$ cat src/rtl/jk_register_bank.sv
// Bank of WIDTH clocked JK flip-flops with parallel-load and up/down count modes.
// Also provides registered terminal-count (tc) and change-detect (chg) flags.
module jk_register_bank #(
  parameter int              WIDTH     = 8,
  parameter logic [WIDTH-1:0] RESET_VAL = '0,
  parameter bit              SATURATE  = 1'b0
) (
  input  logic             clk,
  input  logic             rst,
  input  logic             en,
  input  logic [1:0]       mode,
  input  logic [WIDTH-1:0] j,
  input  logic [WIDTH-1:0] k,
  output logic [WIDTH-1:0] q,
  output logic [WIDTH-1:0] qb,
  output logic             tc,
  output logic             chg
);

  localparam logic [1:0] MODE_JK   = 2'b00;
  localparam logic [1:0] MODE_LOAD = 2'b01;
  localparam logic [1:0] MODE_UP   = 2'b10;
  localparam logic [1:0] MODE_DOWN = 2'b11;

  localparam logic [WIDTH-1:0] ALL_ONES = '1;
  localparam logic [WIDTH-1:0] ZERO     = '0;
  localparam logic [WIDTH-1:0] ONE      = WIDTH'(1);

  logic [WIDTH-1:0] next_q;
  logic             next_tc;

  // JK per bit reduces to q' = (q & ~k) | (~q & j): hold, clear, set or toggle.
  always_comb begin
    next_q  = q;
    next_tc = 1'b0;
    if (en) begin
      case (mode)
        MODE_JK:   next_q = (q & ~k) | (~q & j);
        MODE_LOAD: next_q = j;
        MODE_UP: begin
          if (q == ALL_ONES) begin
            next_tc = 1'b1;
            next_q  = SATURATE ? q : ZERO;
          end else begin
            next_q = q + ONE;
          end
        end
        MODE_DOWN: begin
          if (q == ZERO) begin
            next_tc = 1'b1;
            next_q  = SATURATE ? q : ALL_ONES;
          end else begin
            next_q = q - ONE;
          end
        end
        default: next_q = q;
      endcase
    end
  end

  // With en=0 next_q equals q, so chg naturally drops to 0 on a disabled edge.
  always_ff @(posedge clk or posedge rst) begin
    if (rst) begin
      q   <= RESET_VAL;
      tc  <= 1'b0;
      chg <= 1'b0;
    end else begin
      q   <= next_q;
      tc  <= next_tc;
      chg <= (next_q != q);
    end
  end

  assign qb = ~q;

endmodule

$ cat config.mk
export PLATFORM = sky130hd
export DESIGN_NAME = jk_register_bank
export DESIGN_NICKNAME = d
export VERILOG_FILES = /design/src/rtl/jk_register_bank.sv
export SDC_FILE = /design/constraint.sdc
export NUM_CORES = 1
export LEC_CHECK = 0
export BUFFER_PORTS_ARGS = -buffer_cell sky130_fd_sc_hd__buf_2
export CORE_ASPECT_RATIO = 0.5
export CORE_UTILIZATION = 47
export DETAILED_ROUTE_END_ITERATION = 6
export GPL_TIMING_DRIVEN = 1
export PLACE_DENSITY_LB_ADDON = 0.25
export SYNTH_ARGS = -nofsm -noshare
export SYNTH_HDL_FRONTEND = slang
export SYNTH_SLANG_ARGS = --single-unit
$ cat constraint.sdc
create_clock -name clk -period 2.35 [get_ports clk]
set_input_delay 0.235 -clock clk [delete_from_list [all_inputs] [get_ports clk]]
set_output_delay 0.235 -clock clk [all_outputs]
set_load 0.05 [all_outputs]
==> results.md <==
* Post-Route Setup TNS at 0 ps
* Sort of element at the start of the critical path: flop
* Compound-gate portion of the synthesized area at 0.324
* Final nets at 254
* Via density per instance at 6.39
* Layout cells sized above 1 at 0.389
* Commonest non-fill, non-tap cell in the layout: buf_2
* Multiplexer share of the synthesized area at 0.00744
* Synth Net Count at 202
* PD cells at 773 mW/mm²
* Final core occ at 0.661
* Synth cell types at 59
* Measured slew at the worst slew-check pin at 521 ps
* Critical Path RT at 2460 ps
* Final Max Slew Viols at 0
* Synth Register Bits at 10
* Port Buffers at 38
* Ant diodes at 0
* Initial Utilization at 0.507
* Worst Skew at 1.32 ps
* Largest net degree at the start of global routing at 23
* Crit path max fanout at 9
* H-tree lvl count at 1
* 1st-pass router iterations at 6
* Synth Area in Simple Gates at 0.292
* P&R area growth vs syn at 30.3%
* Vert. Die Dim at 39.8 µm
* Synth Area in XOR/XNOR at 0.0391
* Cell count after placement at 256
* Final Hold Fails at 0
* Arrival @ worst endpoint at 2430 ps
* Run status: finished, final reports clean
* Dpl hpwl at 3.41 mm
* Endpoint class of the critical path: flop
* Clock-pin slew on the worst setup and hold paths at 50 ps
* Final Setup Violations at 0
* Antenna viol nets, final at 0
* TritonCTS Buffers at 3
* CTS Buffer Depth at 2
* Area of the core at 0.00265 mm²
* Synthesis warning total at 0
* Min Hold Slack at 344 ps
* Root Driver: clkbuf_8
* HP Class: input port to flop
* Clock sink total at 10
* Main combinational cell family by area after synthesis: compound AO/OA/AOI/OAI gates
* Slew HR at 0.650
* Achievable clock frequency at 0.433 GHz
* GRT Residual Overflow at 0
* Post-Synth Adder-Cell Area at 0.0279
* Vias in the first global route at 1357
* Synth Flop Type: dfrtp_1
* Mean post-synth cell area at 7.56 µm²
* Most frequent cells in the layout: buf_2, buf_4, o21ai_0, nor2_1, nand2_1
* Global-route wire length before repair at 7.06 mm
* Post-synth EDFFs at 0
* Max cap viols at 0
* Die area at 0.00309 mm²
* Detailed-route DRC error count at 0
* Detailed Route WL at 4.88 mm
* Clock Latency Late Sink at 240 ps
* CP Class: flop to flop
* Final Instance Count excl. Fillers at 266
* Placement Rows at 13
* Fin crit period at 2310 ps
* Syn Inst Count at 178
* GRT Resource Usage Total at 0.318
* Die W at 77.7 µm
* Leakage power at 0.000759 µW
* Placer congestion estimate at 1.03
* Tcrit/Tclk final at 0.983
* Wire per inst at 18.3 µm
* Register area share after synthesis at 0.186
* I/O pins at 39
* Post-synth ARST share at 1.00
* Synth Cell Area at 0.00135 mm²
* Worst IR Drop VDD at 0.381 mV
* Via count at 1701
* Final std cell area, no fill at 0.00175 mm²
* Antenna violations before repair at 0
* Placed cell area at 0.00162 mm²
* Iteration-0 DRC Markers at 268
* CTS tree: done
## stage by stage
step           setup slack (ps)  power, µW
3_3_place_gp               63.0       1050
2_1_floorplan              -180        866
3_5_place_dp               12.2       1050
6_report                   39.5       1360
4_1_cts                    21.6       1290
5_1_grt                   -12.5       1420
## layer usage
layer	global-route usage	wire length [µm]
met5	0	0
met4	0.0755	81
met3	0.0930	580
met2	0.460	2040
met1	0.452	2180
## report_power, final
group / internal (µW) / total (µW) / switching (µW) / leakage [µW]
Clock: 148 / 227 / 78.9 / 0.0000288
Combinational: 295 / 875 / 580 / 0.000618
Sequential: 207 / 253 / 45.7 / 0.000112
Total: 650 / 1360 / 705 / 0.000759
## flip-flops by register name (all words and copies together), names as in the netlist
| signal | flops |
|---|---|
| chg | 1 |
| q | 8 |
| tc | 1 |
## critical path: stages, from the launching register on
cell      delay (ps)
dfrtp_1          540
nand4_1          370
o211a_1          350
o21ai_0          180
nor3b_2          270
nand4_1          180
nor4_4           170
o211ai_1         110
## cell families (layout without fill, tap and decap cells)
logic type      Yosys count  count (layout)
simple gates             69              69
flops                    10              10
compound gates           62              62
mux                       1               1
xor+xnor                  6               6
fa+ha+maj                 3               3
buf+inv                  27              78
## Yosys cell counts (2+ instances only)
library cell  number  share of area
a2bb2oi_1          2          0.013
ha_1               3          0.028
or4_1              2          0.011
nor3b_1            2          0.011
dfrtp_1           10           0.19
nand2_1           11          0.031
a22oi_1            3          0.017
clkbuf_1           5          0.014
a21oi_1           10          0.037
clkbuf_8           3          0.031
nand4_1            3          0.014
nand3_1            8          0.030
o211ai_1           4          0.022
nor2_1            15          0.042
o31ai_1            5          0.028
nor4_1             3          0.014
buf_6              3          0.025
nor3_1             4          0.015
or3_1              3          0.014
a21o_1             2          0.011
inv_1             11          0.031
nor2b_1            4          0.019
or3b_1             2          0.013
o31a_1             2          0.013
xnor2_1            6          0.039
buf_4              3          0.017
or2_2              3          0.014
o21ai_0           15          0.056
## final timing paths
path                       depth (start not counted)        endpoint  slack, ps           start
min in group asynchronous                          3    tc$_DFF_PP0_        530             rst
min                                                3  q[1]$_DFF_PP0_        340            k[1]
max in group asynchronous                          3  q[1]$_DFF_PP0_       1490             rst
max                                                7   chg$_DFF_PP0_         40  q[6]$_DFF_PP0_
max reg2reg                                        7   chg$_DFF_PP0_         40  q[6]$_DFF_PP0_
min reg2reg                                        2  q[3]$_DFF_PP0_        710  q[3]$_DFF_PP0_
## final cells by class
| cell class | count | area [µm²] |
|---|---|---|
| repair buffers | 62 | 373 |
| well taps | 37 | 46.3 |
| flip-flops and latches | 10 | 253 |
| multi-input cells | 141 | 973 |
| clock buffers | 4 | 55.1 |
| fillers | 230 | 898 |
| inverters | 12 | 52.6 |
## repair_timing
action,CTS,global route
hold buffers,1,0
setup buffers,0,5
resized for setup,1,6
endpoints found under the setup margin,1,1
gates cloned,0,0
hold endpoints to repair,10,0
pin swaps,0,3
Note: power is estimated with default switching activity, not from simulation.
